$ cat src/rtl/vp_block_receiver.sv
// vp_block_receiver
//
// Per-core Wishbone slave behind the memory controller. It packs the 32-bit
// beat stream of a block copy into one 64-bit code-memory word (2 beats) or
// one 96-bit data-memory word (3 beats). It then issues a single-cycle write
// into the core's instruction or data memory.
//
// The first beat of a block sets the block type (TAG_I) and the word address
// (ADR_I). The first beat lands in the most significant lane, and later beats
// fill the lower lanes in order. Each accepted beat is acknowledged for exactly
// one cycle. Because a new beat is only taken while ACK_O is low, a strobe
// that stays high across the acknowledge is counted once.
//
// Optional build macro:
//   VPRX_BOUNDS_CHECK_EN - when defined, a block whose latched address is at or
//                          beyond CODE_DEPTH / DATA_DEPTH is still fully
//                          acknowledged, but its write is suppressed and
//                          oError is set. When undefined, addresses simply
//                          wrap to the memory address width.
//
// Ports:
//   Clock, Reset        system clock, synchronous active-high reset
//   DAT_I, ADR_I        beat data and destination word address (low bits used)
//   STB_I, WE_I         beat strobe, this-core select
//   TAG_I               block type (instruction / data; other values ignored)
//   CYC_I, MST_I        bus cycle active, master owns the bus
//   ACK_O               beat acknowledge (one cycle after acceptance)
//   oCodeWrite*         code-memory write strobe / address / 64-bit data
//   oDataWrite*         data-memory write strobe / address / 96-bit data
//   oBusy               a block is being assembled or committed
//   oError              sticky: abort (or out-of-range block); cleared by Reset
module vp_block_receiver #(
  parameter int CODE_ADDR_W = 16,
  parameter int DATA_ADDR_W = 14,
  parameter int CODE_DEPTH  = 65536,
  parameter int DATA_DEPTH  = 16384,
  localparam int WB_WIDTH = 32,
  localparam logic [1:0] TAG_INSTRUCTION_ADDRESS_TYPE = 2'd1,
  localparam logic [1:0] TAG_DATA_ADDRESS_TYPE        = 2'd2
) (
  input  logic                   Clock,
  input  logic                   Reset,
  input  logic [WB_WIDTH-1:0]    DAT_I,
  input  logic [WB_WIDTH-1:0]    ADR_I,
  input  logic                   STB_I,
  input  logic                   WE_I,
  input  logic [1:0]             TAG_I,
  input  logic                   CYC_I,
  input  logic                   MST_I,
  output logic                   ACK_O,
  output logic                   oCodeWriteEnable,
  output logic [CODE_ADDR_W-1:0] oCodeWriteAddress,
  output logic [63:0]            oCodeWriteData,
  output logic                   oDataWriteEnable,
  output logic [DATA_ADDR_W-1:0] oDataWriteAddress,
  output logic [95:0]            oDataWriteData,
  output logic                   oBusy,
  output logic                   oError
);

  localparam int ADDR_KEEP = (CODE_ADDR_W > DATA_ADDR_W) ? CODE_ADDR_W : DATA_ADDR_W;

  typedef enum logic [1:0] {
    IDLE    = 2'd0,
    COLLECT = 2'd1,
    COMMIT  = 2'd2
  } stateT;

  stateT                  state;
  stateT                  nextState;
  logic                   blkIsCode;
  logic [ADDR_KEEP-1:0]   blkAddr;
  logic [1:0]             beatCnt;
  logic [63:0]            beatBuf;
  logic                   tagValid;
  logic                   accept;
  logic                   finalBeat;
  logic                   commitOk;
  logic [CODE_ADDR_W-1:0] codeAddr;
  logic [DATA_ADDR_W-1:0] dataAddr;
  logic                   unusedAdrHi;

  // Address bits above both memory widths are never needed.
  assign unusedAdrHi = ^ADR_I[WB_WIDTH-1:ADDR_KEEP];

  assign tagValid = (TAG_I == TAG_INSTRUCTION_ADDRESS_TYPE) ||
                    (TAG_I == TAG_DATA_ADDRESS_TYPE);

  // ~ACK_O forces a one-cycle gap after every acknowledged beat, so a strobe
  // held high across the acknowledge is not taken twice.
  assign accept = CYC_I & MST_I & STB_I & WE_I & ~ACK_O & tagValid;

  // The last beat arrives with the count one short of the target
  // (2 beats for code, 3 beats for data).
  assign finalBeat = accept && (state == COLLECT) &&
                     (beatCnt == (blkIsCode ? 2'd1 : 2'd2));

  assign codeAddr = blkAddr[CODE_ADDR_W-1:0];
  assign dataAddr = blkAddr[DATA_ADDR_W-1:0];

`ifdef VPRX_BOUNDS_CHECK_EN
  logic codeInRange;
  logic dataInRange;

  assign codeInRange = (64'(codeAddr) < 64'(CODE_DEPTH));
  assign dataInRange = (64'(dataAddr) < 64'(DATA_DEPTH));
  assign commitOk    = blkIsCode ? codeInRange : dataInRange;
`else
  logic unusedDepths;

  // The depths only matter when bounds checking is built in.
  assign unusedDepths = ^{CODE_DEPTH, DATA_DEPTH};
  assign commitOk     = 1'b1;
`endif

  always_ff @(posedge Clock) begin
    if (Reset) begin
      state <= IDLE;
    end else begin
      state <= nextState;
    end
  end

  always_comb begin
    nextState        = state;
    oBusy            = (state != IDLE);
    oCodeWriteEnable = 1'b0;
    oDataWriteEnable = 1'b0;
    case (state)
      IDLE: begin
        if (accept) begin
          nextState = COLLECT;
        end
      end
      COLLECT: begin
        // Losing the bus cycle mid-block drops the partial word.
        if (!CYC_I) begin
          nextState = IDLE;
        end else if (finalBeat) begin
          nextState = COMMIT;
        end
      end
      COMMIT: begin
        nextState        = IDLE;
        oCodeWriteEnable = blkIsCode & commitOk;
        oDataWriteEnable = ~blkIsCode & commitOk;
      end
      default: begin
        nextState = IDLE;
      end
    endcase
  end

  // Block context, acknowledge, error flag and the registered write ports.
  // The write address and data load on the final beat, so they are valid in
  // the commit cycle. They then hold until the next committed block.
  always_ff @(posedge Clock) begin
    if (Reset) begin
      ACK_O             <= 1'b0;
      blkIsCode         <= 1'b0;
      blkAddr           <= '0;
      beatCnt           <= 2'd0;
      oError            <= 1'b0;
      oCodeWriteAddress <= '0;
      oCodeWriteData    <= '0;
      oDataWriteAddress <= '0;
      oDataWriteData    <= '0;
    end else begin
      ACK_O <= accept;

      if ((state == IDLE) && accept) begin
        blkIsCode <= (TAG_I == TAG_INSTRUCTION_ADDRESS_TYPE);
        blkAddr   <= ADR_I[ADDR_KEEP-1:0];
        beatCnt   <= 2'd1;
      end else if ((state == COLLECT) && accept) begin
        beatCnt <= beatCnt + 2'd1;
      end

      if ((state == COLLECT) && !CYC_I) begin
        oError <= 1'b1;
      end else if ((state == COMMIT) && !commitOk) begin
        oError <= 1'b1;
      end

      if (finalBeat && commitOk) begin
        if (blkIsCode) begin
          oCodeWriteAddress <= codeAddr;
          oCodeWriteData    <= {beatBuf[31:0], DAT_I};
        end else begin
          oDataWriteAddress <= dataAddr;
          oDataWriteData    <= {beatBuf, DAT_I};
        end
      end
    end
  end

  // Beat shift buffer: earlier beats move toward the top lane as later beats
  // arrive. The final beat is merged directly into the write data above.
  always_ff @(posedge Clock) begin
    if (accept) begin
      beatBuf <= {beatBuf[31:0], DAT_I};
    end
  end

endmodule

$ cat config.mk
export PLATFORM = sky130hd
export DESIGN_NAME = vp_block_receiver
export DESIGN_NICKNAME = d
export VERILOG_FILES = /design/src/rtl/vp_block_receiver.sv
export SDC_FILE = /design/constraint.sdc
export NUM_CORES = 1
export LEC_CHECK = 0
export ABC_AREA = 1
export CAP_MARGIN = 20
export CORE_ASPECT_RATIO = 0.7
export CORE_MARGIN = 2
export CORE_UTILIZATION = 49
export DETAILED_ROUTE_END_ITERATION = 12
export HOLD_SLACK_MARGIN = 0.12
export PLACE_DENSITY = 0.8
export SETUP_SLACK_MARGIN = 0.15
export SLEW_MARGIN = 5
export SYNTH_ARGS = -nofsm -noshare
export SYNTH_HDL_FRONTEND = slang
export SYNTH_SLANG_ARGS = --single-unit
$ cat constraint.sdc
create_clock -name Clock -period 2.95 [get_ports Clock]
set_input_delay 0.59 -clock Clock [delete_from_list [all_inputs] [get_ports Clock]]
set_output_delay 0.59 -clock Clock [all_outputs]
set_load 0.05 [all_outputs]
==> impl_metrics.env <==
export IMPL_cts_sinks=277
export IMPL_coreArea_mm2=0.0210
export IMPL_use_met1=0.268
export IMPL_fill_cells=1674
export IMPL_ys_types=22
export IMPL_pwr_share_seq=0.524
export IMPL_relSlewSlack=0.589
export IMPL_cts_resized=0
export IMPL_antenna_found_initial=0
export IMPL_grt_pass1_vias=8196
export IMPL_drive_gt1_frac=0.0389
export IMPL_via_count=8688
export IMPL_post_route_worst_setup_slack_ns=0.345
export IMPL_post_route_period_util=0.883
export IMPL_p_sw_frac=0.203
export IMPL_instances_no_fill=1920
export IMPL_antenna_left=0
export IMPL_start_util=0.504
export IMPL_cts_made_buffers=26
export IMPL_p_int_mw=5.93
export IMPL_rsz0062_at_grt="no"
export IMPL_synth_warnings=0
export IMPL_p_switching_mw=1.51
export IMPL_slew_viol_final=0
export IMPL_initialDrtViolationCount=466
export IMPL_clk_latency_ns=0.52
export IMPL_path_max_fanout=6
export IMPL_status="finished, final reports clean"
export IMPL_io_buffers=250
export IMPL_holdWs_ns=0.470
export IMPL_maxCapViolCount=0
export IMPL_grt_use_total=0.211
export IMPL_drt_pass1_iter_count=4
export IMPL_ff2ff_setup_slack_ns=1.32
export IMPL_startpoint_type="flip-flop"
export IMPL_grtUsageMet2=0.347
export IMPL_die_y_um=127
export IMPL_fin_nets=1697
export IMPL_drc_errors=0
export IMPL_setup_viol=0
export IMPL_cts_tree="yes"
export IMPL_grt_max_degree=121
export IMPL_syn_inst=1400
export IMPL_endpoint_kind="primary output"
export IMPL_use_met3=0.0781
export IMPL_busiest_layer="met2"
export IMPL_clockBufferDepth=3
export IMPL_synth_area_per_cell_um2=7.56
export IMPL_dieArea_mm2=0.0228
export IMPL_hp_class="flip-flop to flip-flop"
export IMPL_dp_cells=1872
export IMPL_holdBufCountCts=0
export IMPL_cellLeakagePower_nw=6.84
export IMPL_clockPowerShare=0.451
export IMPL_routedWlPerCell_um=12.8
export IMPL_clock_skew_ns=0.0139
export IMPL_post_route_min_period_ns=2.60
export IMPL_grt_pass1_wl_um=40100
export IMPL_wl_um=24700
export IMPL_cts_root_buf="clkbuf_16"
export IMPL_required_ns=2.36
export IMPL_synth_seq_cells=277
export IMPL_pre_cts_ws_ns=0.290
export IMPL_insertedDiodeCount=0
export IMPL_powerDensity_mw_per_mm2=526
export IMPL_worstMarginPinSlew_ns=0.617
export IMPL_num_rows=44
export IMPL_netlist_area_mm2=0.0106
export IMPL_pwr_share_comb=0.025
export IMPL_fin_setup_tns_ns=0
export IMPL_cts_setup_buffers=0
export IMPL_grt_overflow_total=0
export IMPL_ir_drop_mv=0.472
export IMPL_crit_arrival_ns=2.01
export IMPL_synth_seq_area_share=0.585
export IMPL_die_x_um=180
export IMPL_synthToLayoutAreaGrowth_pct=33.7
export IMPL_gp_congestion=0.771
export IMPL_path_class="flip-flop to primary output"
export IMPL_power_mw=7.44
export IMPL_htreeDepth=1
export IMPL_path_clk_slew_ns=0.06
export IMPL_clock_fmax_ghz=0.384
export IMPL_vias_per_cell=4.53
export IMPL_hold_viol=0
export IMPL_synth_nets=1473
export IMPL_pin_count=267
export IMPL_dp_hpwl_um=16100
[critical path, stage by stage (launching register included)]
cell and delay [ns]:
dfxtp_1 0.43, inv_1 0.06, nor3_1 0.15, clkdlybuf4s50_1 0.85
[cell families after synthesis]
| kind of cell | Yosys count | synth area share |
|---|---|---|
| and+or+nand+nor | 831 | 0.301 |
| buffers and inverters | 270 | 0.103 |
| AOI/OAI and AO/OA | 21 | 0.0102 |
| adders and majority gates | 1 | 0.00118 |
| DFF | 277 | 0.585 |
[cell usage in the layout (no fill, tap or decap), types with 2 or more instances in the layout]
cell	netlist	layout
nor2_1	421	421
nand2_1	394	394
clkdlybuf4s50_1	0	250
dfxtp_1	213	213
inv_1	202	201
edfxtp_1	64	64
clkbuf_16	0	27
o21ai_0	18	18
clkinv_2	0	10
buf_4	7	6
buf_12	0	6
nand3_1	4	4
clkbuf_1	34	4
nor3_1	3	3
bufinv_16	0	3
nand2_2	2	2
inv_2	2	2
nand3_4	0	2
a21oi_1	2	2
nand4_1	2	2
clkinv_1	0	2
[cells in the mapped netlist]
cell / count / area share
edfxtp_1: 64 / 0.18
nor2_8: 1 / 0.0019
buf_2: 22 / 0.010
nand2_2: 2 / 0.0012
nand3_1: 4 / 0.0019
clkbuf_1: 34 / 0.012
nor3_4: 1 / 0.0015
ha_1: 1 / 0.0012
buf_6: 3 / 0.0032
nand2_1: 394 / 0.14
nand4_1: 2 / 0.0012
o21ai_0: 18 / 0.0085
a21oi_1: 2 / 0.00095
nor2_1: 421 / 0.15
inv_2: 2 / 0.00071
buf_4: 7 / 0.0050
dfxtp_1: 213 / 0.40
nor2_2: 1 / 0.00059
inv_1: 202 / 0.072
o21a_1: 1 / 0.00071
nor3_1: 3 / 0.0014
nand3_2: 2 / 0.0019
[stage by stage]
| stage | cell area [um^2] | util |
|---|---|---|
| floorplan | 10600 | - |
| global placement | 13300 | 0.633 |
| detailed placement | 13300 | 0.633 |
| CTS | 14100 | 0.674 |
| global route | 14100 | 0.674 |
| finish | 14100 | 0.674 |
[power groups by stage]
stage / clock network (mW) / logic [mW] / registers, mW
floorplan: 0 / 0.0635 / 3.98
global placement: 0 / 0.186 / 3.98
detailed placement: 0 / 0.186 / 3.98
CTS: 3.42 / 0.187 / 3.90
global route: 3.58 / 0.201 / 3.90
finish: 3.36 / 0.185 / 3.90
[metal layers]
metal | part of all wire | wire, um
met1 | 0.44 | 11000
met2 | 0.44 | 10900
met3 | 0.093 | 2290
met4 | 0.018 | 455
met5 | 0 | 0
[path summary, 6_finish.rpt]
kind	from	end	cells past startpoint
worst max-delay path	blkIsCode$_SDFFE_PP0P_	oCodeWriteEnable	3
worst min-delay path	beatBuf[59]$_DFFE_PN_	oDataWriteData[91]$_SDFFE_PP0P_	2
worst max register to register	ACK_O$_SDFF_PP0_	oDataWriteData[81]$_SDFFE_PP0P_	8
worst min register to register	beatBuf[59]$_DFFE_PN_	oDataWriteData[91]$_SDFFE_PP0P_	2
[flip-flops by register name, indices dropped and copies added, names as in the netlist]
register / count
oDataWriteAddress: 14
blkAddr: 16
beatCnt: 2
ACK_O: 1
blkIsCode: 1
oCodeWriteAddress: 16
oError: 1
oDataWriteData: 96
oCodeWriteData: 64
state: 2
beatBuf: 64
[cell type report]
type / instances / area [um^2] / share of cell area
Sequential cell: 277 / 6190 / 0.437
Clock buffer: 32 / 704 / 0.0498
Clock inverter: 16 / 155 / 0.0110
Inverter: 204 / 771 / 0.0545
Tap cell: 276 / 345 / 0.0244
Timing Repair Buffer: 262 / 2670 / 0.189
Multi-Input combinational cell: 853 / 3320 / 0.234
(Power assumes the default switching activity.)
